**config.mk**
```make
export PLATFORM = sky130hd
export DESIGN_NAME = warp_wb_arbiter
export DESIGN_NICKNAME = d
export VERILOG_FILES = /design/src/rtl/warp_wb_arbiter_pkg.sv /design/src/rtl/warp_wb_arbiter_rr_pick.sv /design/src/rtl/warp_wb_arbiter.sv
export SDC_FILE = /design/constraint.sdc
export NUM_CORES = 1
export LEC_CHECK = 0
export BUFFER_PORTS_ARGS = -buffer_cell sky130_fd_sc_hd__clkbuf_2
export CORE_AREA = 2 2 298 300
export CTS_BUF_LIST = sky130_fd_sc_hd__clkbuf_4 sky130_fd_sc_hd__clkbuf_8
export DETAILED_ROUTE_END_ITERATION = 16
export DIE_AREA = 0 0 300 302
export PLACE_DENSITY_LB_ADDON = 0.3
export SLEW_MARGIN = 10
export SYNTH_ARGS = -nofsm -noshare
export SYNTH_HDL_FRONTEND = slang
export SYNTH_HIERARCHICAL = 1
export SYNTH_SLANG_ARGS = --single-unit
```
**constraint.sdc**
```tcl
create_clock -name i_clk -period 11 [get_ports i_clk]
set_clock_uncertainty 0.1 [all_clocks]
set_input_delay 0 -clock i_clk [delete_from_list [all_inputs] [get_ports i_clk]]
set_output_delay 0 -clock i_clk [all_outputs]
set_load 0.05 [all_outputs]
```
**src/rtl/warp_wb_arbiter_pkg.sv**
```systemverilog
// warp_wb_arbiter_pkg
// Shared constants and types for the writeback arbiter slice.
//   - Unit index constants, in the order the issue stage numbers its
//     integer execution units.
//   - Number of register-file write ports and the width of the
//     contention counter.
//   - Register-address width and register count.
package warp_wb_arbiter_pkg;

    // Execution-unit indices (bit position in the valid/ready vectors).
    localparam int WB_UNIT_XARITH0 = 0;
    localparam int WB_UNIT_XARITH1 = 1;
    localparam int WB_UNIT_XLOGIC0 = 2;
    localparam int WB_UNIT_XLOGIC1 = 3;
    localparam int WB_UNIT_XSHIFT  = 4;
    localparam int WB_UNIT_XMULTL  = 5;
    localparam int WB_UNIT_XMULTH  = 6;
    localparam int WB_UNIT_XDIV    = 7;

    localparam int NUM_WB_PORTS = 2;
    localparam int WB_CNT_WIDTH = 16;

    localparam int RD_W     = 5;
    localparam int NUM_REGS = 32;

    typedef logic [RD_W-1:0] rd_t;

endpackage

```
**src/rtl/warp_wb_arbiter_rr_pick.sv**
```systemverilog
// warp_rr_pick
// Cyclic first-set-bit finder used for round-robin grants.
// Ports:
//   req   in  N   request mask
//   start in  IW  index where the search begins
//   found out 1   some bit of req is set
//   idx   out IW  first set bit at or after start, wrapping past N-1 to 0
module warp_rr_pick #(
    parameter int N  = 8,
    parameter int IW = 3
) (
    input  logic [N-1:0]  req,
    input  logic [IW-1:0] start,
    output logic          found,
    output logic [IW-1:0] idx
);

    // Scan offsets from farthest to nearest so the nearest hit is the
    // last one written and therefore wins.
    always_comb begin
        int p;
        p     = 0;
        found = 1'b0;
        idx   = '0;
        for (int i = N - 1; i >= 0; i--) begin
            p = int'(start) + i;
            if (p >= N) begin
                p = p - N;
            end
            if (req[p[IW-1:0]]) begin
                found = 1'b1;
                idx   = p[IW-1:0];
            end
        end
    end

endmodule

```
**src/rtl/warp_wb_arbiter.sv**
```systemverilog
// warp_wb_arbiter
// Shares the two register-file write ports among the integer execution
// units. Up to two completed results are picked per cycle round-robin;
// the picks are registered onto the write ports and the matching
// reservation bits are pulsed on o_release in the same cycle.
// Ports:
//   i_clk, i_rst         clock, asynchronous active-high reset
//   i_unit_valid/o_unit_ready  per-unit result handshake (ready is comb)
//   i_unit_rd, i_unit_data     per-unit destination register and result
//   o_wb0_*, o_wb1_*     registered write ports (grant A -> 0, B -> 1)
//   o_release            registered one-cycle reservation clear mask
//   o_contention_cnt     saturating count of cycles with >2 requesters
// Build option: WARP_WB_X0_FILTER_EN -- results targeting x0 are accepted
// immediately without consuming a write port or moving the pointer.
module warp_wb_arbiter
    import warp_wb_arbiter_pkg::*;
#(
    parameter int NUM_UNITS = 8,
    parameter int XLEN      = 64
) (
    input  logic                      i_clk,
    input  logic                      i_rst,
    input  logic [NUM_UNITS-1:0]      i_unit_valid,
    output logic [NUM_UNITS-1:0]      o_unit_ready,
    input  logic [RD_W*NUM_UNITS-1:0] i_unit_rd,
    input  logic [XLEN*NUM_UNITS-1:0] i_unit_data,
    output logic                      o_wb0_en,
    output logic [RD_W-1:0]           o_wb0_addr,
    output logic [XLEN-1:0]           o_wb0_data,
    output logic                      o_wb1_en,
    output logic [RD_W-1:0]           o_wb1_addr,
    output logic [XLEN-1:0]           o_wb1_data,
    output logic [NUM_REGS-1:0]       o_release,
    output logic [WB_CNT_WIDTH-1:0]   o_contention_cnt
);

    localparam int IW = (NUM_UNITS > 1) ? $clog2(NUM_UNITS) : 1;

    rd_t                    unit_rd   [NUM_UNITS];
    logic [XLEN-1:0]        unit_data [NUM_UNITS];
    logic [NUM_UNITS-1:0]   req_mask;
    logic [NUM_UNITS-1:0]   x0_mask;
    logic [NUM_UNITS-1:0]   a_onehot;
    logic [NUM_UNITS-1:0]   b_onehot;
    logic [NUM_UNITS-1:0]   b_req;
    logic                   a_found, b_found, b_ok;
    logic [IW-1:0]          a_idx, b_idx;
    logic [IW-1:0]          ptr_reg, ptr_next;
    rd_t                    rd_a, rd_b;
    logic [NUM_REGS-1:0]    release_next;
    logic                   contention;
    logic [WB_CNT_WIDTH-1:0] cnt_reg;

    function automatic logic [IW-1:0] wrap_inc(input logic [IW-1:0] x);
        if (int'(x) == NUM_UNITS - 1) begin
            return '0;
        end
        return x + 1'b1;
    endfunction

    for (genvar gi = 0; gi < NUM_UNITS; gi++) begin : g_unit
        assign unit_rd[gi]   = i_unit_rd[RD_W*gi +: RD_W];
        assign unit_data[gi] = i_unit_data[XLEN*gi +: XLEN];
        assign a_onehot[gi]  = a_found && (a_idx == IW'(gi));
        assign b_onehot[gi]  = b_ok && (b_idx == IW'(gi));
    end

`ifdef WARP_WB_X0_FILTER_EN
    // x0 results are sunk on the spot and hidden from arbitration.
    logic [NUM_UNITS-1:0] rd_zero;
    for (genvar gi = 0; gi < NUM_UNITS; gi++) begin : g_x0
        assign rd_zero[gi] = (unit_rd[gi] == '0);
    end
    assign x0_mask  = i_unit_valid & rd_zero;
    assign req_mask = i_unit_valid & ~rd_zero;
`else
    assign x0_mask  = '0;
    assign req_mask = i_unit_valid;
`endif

    warp_rr_pick #(.N(NUM_UNITS), .IW(IW)) u_pick_a (
        .req   (req_mask),
        .start (ptr_reg),
        .found (a_found),
        .idx   (a_idx)
    );

    // Second pick continues the cyclic search just past A.
    assign b_req = req_mask & ~a_onehot;

    warp_rr_pick #(.N(NUM_UNITS), .IW(IW)) u_pick_b (
        .req   (b_req),
        .start (wrap_inc(a_idx)),
        .found (b_found),
        .idx   (b_idx)
    );

    assign rd_a = unit_rd[a_idx];
    assign rd_b = unit_rd[b_idx];

    // Two writes to the same live register in one cycle would have an
    // undefined winner in the register file; hold B back a cycle instead.
    assign b_ok = b_found && !((rd_a == rd_b) && (rd_a != '0));

    assign o_unit_ready = a_onehot | b_onehot | x0_mask;
    assign contention   = ($countones(req_mask) > 2);

    always_comb begin
        ptr_next = ptr_reg;
        if (b_ok) begin
            ptr_next = wrap_inc(b_idx);
        end else if (a_found) begin
            ptr_next = wrap_inc(a_idx);
        end
    end

    // x0 holds no reservation, so its bit is never pulsed.
    always_comb begin
        release_next = '0;
        if (a_found && (rd_a != '0)) begin
            release_next[rd_a] = 1'b1;
        end
        if (b_ok && (rd_b != '0)) begin
            release_next[rd_b] = 1'b1;
        end
    end

    always_ff @(posedge i_clk or posedge i_rst) begin
        if (i_rst) begin
            ptr_reg    <= '0;
            cnt_reg    <= '0;
            o_wb0_en   <= 1'b0;
            o_wb0_addr <= '0;
            o_wb0_data <= '0;
            o_wb1_en   <= 1'b0;
            o_wb1_addr <= '0;
            o_wb1_data <= '0;
            o_release  <= '0;
        end else begin
            ptr_reg    <= ptr_next;
            o_wb0_en   <= a_found;
            o_wb0_addr <= rd_a;
            o_wb0_data <= unit_data[a_idx];
            o_wb1_en   <= b_ok;
            o_wb1_addr <= rd_b;
            o_wb1_data <= unit_data[b_idx];
            o_release  <= release_next;
            if (contention && (cnt_reg != '1)) begin
                cnt_reg <= cnt_reg + 1'b1;
            end
        end
    end

    assign o_contention_cnt = cnt_reg;

endmodule

```
== Word-level counts from Yosys, hierarchy flattened ==
Index checks and enable logic that the tools add are counted.

* Register bits after elaboration: 191
* Input bits: 562
* Output and inout port bits: 196
* Logic and storage cells: 251

* $add $sub $neg: 40
* $lt $le $gt $ge: 39
* Equal/unequal tests: 18
* Multiplexer cells: 110
* Bitwise logic cells: 6
* Reduce and logical (&&, ||, !) cells: 29

{| class="wikitable"
|+ Operators by type and width
! kind !! number
|-
| 64-bit binary-select mux with 3-bit select || 2
|-
| 64-bit two-way mux || 4
|-
| 3-bit two-way mux || 39
|-
| 4-bit >= comparator (second input constant) || 16
|-
| 3-bit by 4-bit less-than comparator with 1-bit output (second input constant) || 16
|-
| 32-bit two-way mux || 2
|-
| 1-bit binary-select mux with 3-bit select || 16
|-
| 3-bit by 1-bit subtractor with 3-bit output (second input constant) || 16
|-
| 1-bit two-way mux || 39
|-
| 3-bit by 3-bit adder with 4-bit output (second input constant) || 8
|-
| 32-bit OR || 1
|-
| 5-bit binary-select mux with 3-bit select || 2
|-
| 3-bit == test (second input constant) || 8
|-
| 1-bit logical AND || 23
|-
| 5-bit two-way mux || 4
|-
| 16-bit by 1-bit adder with 16-bit output (second input constant) || 1
|-
| 3-bit by 2-bit adder with 4-bit output (second input constant) || 4
|-
| 16-bit != test (second input constant) || 1
|-
| 3-bit by 1-bit == test with 1-bit output (second input constant) || 4
|-
| 3-bit by 2-bit == test with 1-bit output (second input constant) || 4
|-
| 5-bit by 6-bit less-than comparator with 1-bit output (second input constant) || 2
|-
| 1-bit demux with 5-bit select || 2
|-
| 5-bit by 1-bit >= comparator with 1-bit output (second input constant) || 2
|-
| 5-bit nonzero test || 2
|-
| other kinds (15) || 24
|}

== Depth between registers and ports, before layout ==
* Word-level depth: 41
* Depth in mapped cells: 35
* Gate-level depth less buffers: 25

== By module ==
The synthesis kept the hierarchy.

{| class="wikitable"
|+ By module, submodules not included
! module !! instances !! cells an instance !! area each (µm²) !! seq. area each (µm²)
|-
| warp_wb_arbiter || 1 || 1178 || 14490.1 || 4779.6
|-
| warp_rr_pick || 2 || 90 || 782.0 || 0.0
|}

== Worst setup path after synthesis ==
No wires, ideal clock.

* Path kind: register to output
* From: reg ptr_reg[1]
* To: out o_unit_ready[0]
* Data arrival time: 8.694 ns
* Data required time: 10.900 ns
* Path slack: 2.206 ns
* Stages on the path, launching flop included: 34
* Path buffers: 10
* Path through: dfrtp_1 > buf_4 > buf_4 > inv_1 > ha_1 > clkbuf_1 > mux4_2 > mux2_4 > o21ai_2 > a31oi_1 > o21bai_1 > mux2_1 > buf_2 > buf_1 > nor2_1 > buf_6 > inv_1 > ha_1 > clkbuf_1 > mux4_2 > mux2_4 > a221oi_1 > and3_1 > nor3_1 > nor2_1 > buf_4 > mux4_2 > mux2_2 > xnor2_1 > nor4_4 > o21a_1 > buf_4 > buf_6 > o31ai_1

* Cells in the longest elaborated chain, start to end: 39
* Elaborated cells on any way between the ends: 164
* Those cells by class: add/sub: 31; order compare: 16; eq/ne: 9; mux: 88; bitwise: 5; reduce/logical: 15

{| class="wikitable"
|+ RTL lines
! element !! line !! text
|-
| start, declared || warp_wb_arbiter.sv:48 || <nowiki>logic [IW-1:0] ptr_reg, ptr_next;</nowiki>
|-
| start signal, assigned || warp_wb_arbiter.sv:140 || <nowiki>ptr_reg <= ptr_next;</nowiki>
|-
| 3-bit by 3-bit adder with 4-bit output || warp_wb_arbiter_rr_pick.sv:26 || <nowiki>p = int'(start) + i;</nowiki>
|-
| 4-bit >= comparator or 3-bit by 1-bit subtractor with 3-bit output (tied branches) || warp_wb_arbiter_rr_pick.sv:27, warp_wb_arbiter_rr_pick.sv:28 ||
|-
| 3-bit two-way mux || warp_wb_arbiter_rr_pick.sv:27 || <nowiki>if (p >= N) begin</nowiki>
|-
| 1-bit binary-select mux with 3-bit select || warp_wb_arbiter_rr_pick.sv:30 || <nowiki>if (req[p[IW-1:0]]) begin</nowiki>
|-
| 1-bit two-way mux (not written as such) || warp_wb_arbiter_rr_pick.sv:30 ||
|-
| 3-bit two-way mux (7 in a row) || warp_wb_arbiter_rr_pick.sv:30 ||
|-
| 3-bit two-way mux * || warp_wb_arbiter_rr_pick.sv:30 ||
|-
| via a_idx[0] || warp_wb_arbiter.sv:47 || <nowiki>logic [IW-1:0] a_idx, b_idx;</nowiki>
|-
| [... 16 more ...] || -- ||
|-
| via b_idx[1] || warp_wb_arbiter.sv:47 ||
|-
| [... 2 more ...] || -- ||
|-
| 5-bit two-way mux (not written as such) * (2 in a row) || warp_wb_arbiter.sv:99 || <nowiki>assign rd_b = unit_rd[b_idx];</nowiki>
|-
| via rd_b[1] || warp_wb_arbiter.sv:49 || <nowiki>rd_t rd_a, rd_b;</nowiki>
|-
| 5-bit == test * || warp_wb_arbiter.sv:103 || <nowiki>assign b_ok = b_found && !((rd_a == rd_b) && (rd_a != '0));</nowiki>
|-
| 1-bit logical AND * || warp_wb_arbiter.sv:103 ||
|-
| 1-bit logical NOT * || warp_wb_arbiter.sv:103 ||
|-
| 1-bit logical AND * || warp_wb_arbiter.sv:103 ||
|-
| 1-bit logical AND * || warp_wb_arbiter.sv:65 || <nowiki>assign b_onehot[gi] = b_ok && (b_idx == IW'(gi));</nowiki>
|-
| 8-bit OR * || warp_wb_arbiter.sv:105 || <nowiki>assign o_unit_ready = a_onehot | b_onehot | x0_mask;</nowiki>
|-
| end, declared || warp_wb_arbiter.sv:24 || <nowiki>output logic [NUM_UNITS-1:0] o_unit_ready,</nowiki>
|}

Mark *: on every way through the listed nets, which the timed path passes. The select of a mux whose other input is x is not followed.

== Final worst setup path ==
* From: reg ptr_reg[1]
* To: out o_unit_ready[5]

The elaborated chain is that of the path after synthesis.

==> out/qor.yml <==
outcome: "finished, final reports clean"
dieHeight_um: 302
gp_congestion: 0.869
cts.path.max_buffers: 2
drtAntennaViolNets: 0
rows: 109
yosysUniqueCellTypes: 55
ys_seq_area_frac: 0.298
setup-violations-final: 0
cts-root-buf: "clkbuf_8"
critical_path.max_stage_delay_ns: 0.60
crit_buf_inv: 6
crit_slowest_cell: "dfrtp_2"
met1_length_um: 30200
grt_overflow: 0
grt_antenna_before_repair: 13
slew_headroom: 0.326
worstSetupPathType: "reg -> out"
endpoint_kind: "primary output"
syn-num-nets: 1944
viasPerCell: 4.60
layout_min_cycle_time_ns: 10.06
critical_path_required_ns: 10.90
ys_ff_latch: 191
grt_pass1_wl_um: 111000
fillers: 9224
synth_top_area_frac: 0.401
fin_setup_tns_ns: 0
synth_async_sr_flop_share: 1.00
synth_area_mm2: 0.0161
cp_max_fo: 32
io_pins: 758
drtIter0Drc: 1058
fin_crit_sh: 0.914
numCtsBuffers: 17
drc_errors: 0
vias: 16800
clkLatencyLatePin_ns: 0.59
hold_viol: 0
rsz0062_at_grt: "false"
port_buffers: 757
cp-start-kind: "flip-flop"
syn_area_per_cell_um2: 11.8
worstHoldPathType: "in -> reg"
synth_common_cells: "438 x nand2_1, 286 x mux4_2, 191 x dfrtp_1"
coreArea_mm2: 0.0876
cap_violations: 0
wl_met2_um: 39200
wl_per_cell_um: 21.2
die_area_mm2: 0.0906
area_growth_pct: 60.3
largestRegisters: "o_wb0_data: 64 flops, o_wb1_data: 64 flops, o_release: 32 flops"
wl_um: 77500
synthCells: 1358
synth-edff-count: 0
regArea_mm2: 0.00478
synth_area_leader_cell: "mux4_2"
drt-pass1-iter-count: 5
cp_data_arrival_time_ns: 9.96
crit_family: "multiplexers"
worst_slew_pin_slew_ns: 1.01
drive_above_1_share: 0.460
clk_pin_slew_ns: 0.14
initial_core_util: 0.183
multiInputGateArea_mm2: 0.0107
cts_tree: "yes"
grt_max_degree: 87
nets: 3049
dp_hpwl_um: 60000
synth_area_leaders: "mux4_2 40%, dfrtp_1 30%, nand2_1 10%"
synth.yosys.warnings: 6
max_freq_mhz: 99.4
die_x_um: 300
htreeDepth: 4
wl_met3_um: 5810
routed.top_layer: "met5"
cts.sinks: 191
grt_usage: 0.166
slew_violations: 0
yosysMostFrequentCell: "nand2_1"
ys.flop_type: "dfrtp_1"
grt_pass1_vias: 17500
## what timing repair did
| action | CTS | global route |
|---|---|---|
| endpoints found under the hold margin | 223 | 0 |
| hold buffers | 416 | 0 |
| setup endpoints to repair | 0 | 57 |
| setup buffers | 0 | 3 |
| gates resized for setup | 0 | 4 |
## worst min-delay path, stage by stage
cell and delay, ns:
clkbuf_2 0.09, mux4_2 0.22, mux2_2 0.21, nor2_1 0.08, nand2_1 0.12, o32ai_1 0.09
## through the flow
| step | worst slack, ns | hold slack [ns] | cell area, um^2 | cells | utilization |
|---|---|---|---|---|---|
| floorplan | 2.21 | 0.223 | 16100 | 1358 | - |
| detailed placement | 1.33 | 0.0404 | 21100 | 3189 | 0.241 |
| global route | 0.189 | 0.118 | 25700 | 3646 | 0.294 |
| CTS | 0.271 | 0.0680 | 25700 | 3637 | 0.293 |
| global placement | 1.42 | 0.0427 | 21100 | 3189 | 0.241 |
| finish | 0.944 | 0.160 | 25700 | 3648 | 0.294 |
## routing by layer
metal  up-vias  GRT usage
met1      8495      0.198
met4         6     0.0575
met2       764      0.288
met3       109     0.0450
met5         -          0
li1       7390          -
## placed cells by master, fill, tap and decap left out, drive strengths merged, types with 8 or more instances in the layout
master / n
a21oi: 16
and2: 18
buf: 28
clkbuf: 774
dfrtp: 191
dlygate4sd3: 416
ha: 20
inv: 41
mux2: 17
mux2i: 17
mux4: 296
nand2: 438
nand3: 10
nand4: 8
nor2: 20
nor2b: 11
o21ai: 13
o31ai: 8
o32ai: 31
xnor2: 20
## final cells by class
type | instances | area share
Antenna cell | 7 | 0.000681
Inverter | 33 | 0.00525
Timing Repair Buffer | 1201 | 0.318
Clock inverter | 15 | 0.00822
Multi-Input combinational cell | 1019 | 0.417
Tap cell | 1165 | 0.0566
Clock buffer | 17 | 0.00909
Sequential cell | 191 | 0.186
## path summary, 6_finish.rpt
kind                                       from                   end  slack (ns)  depth (start not counted)
min reg2reg                o_contention_cnt[11]  o_contention_cnt[11]        0.40                          1
max in group asynchronous                 i_rst            ptr_reg[1]        8.22                          6
min                               i_unit_rd[26]          o_release[4]        0.16                          6
max reg2reg                          ptr_reg[1]        o_wb1_data[35]        1.23                         27
max                                  ptr_reg[1]       o_unit_ready[5]        0.94                         28
min in group asynchronous                 i_rst        o_wb1_data[40]        0.53                          4
## kinds of logic after synthesis
group | after synthesis | synth area share
simple gates | 529 | 0.136
mux | 330 | 0.442
flops | 191 | 0.298
buf+inv | 149 | 0.0399
compound gates | 109 | 0.0503
xor+xnor | 25 | 0.0136
fa+ha+maj | 24 | 0.0206
other cells | 1 | 0.000234
Power is not shown: default switching activity piles up to over one toggle a cycle in this logic, so the estimate is an artifact.
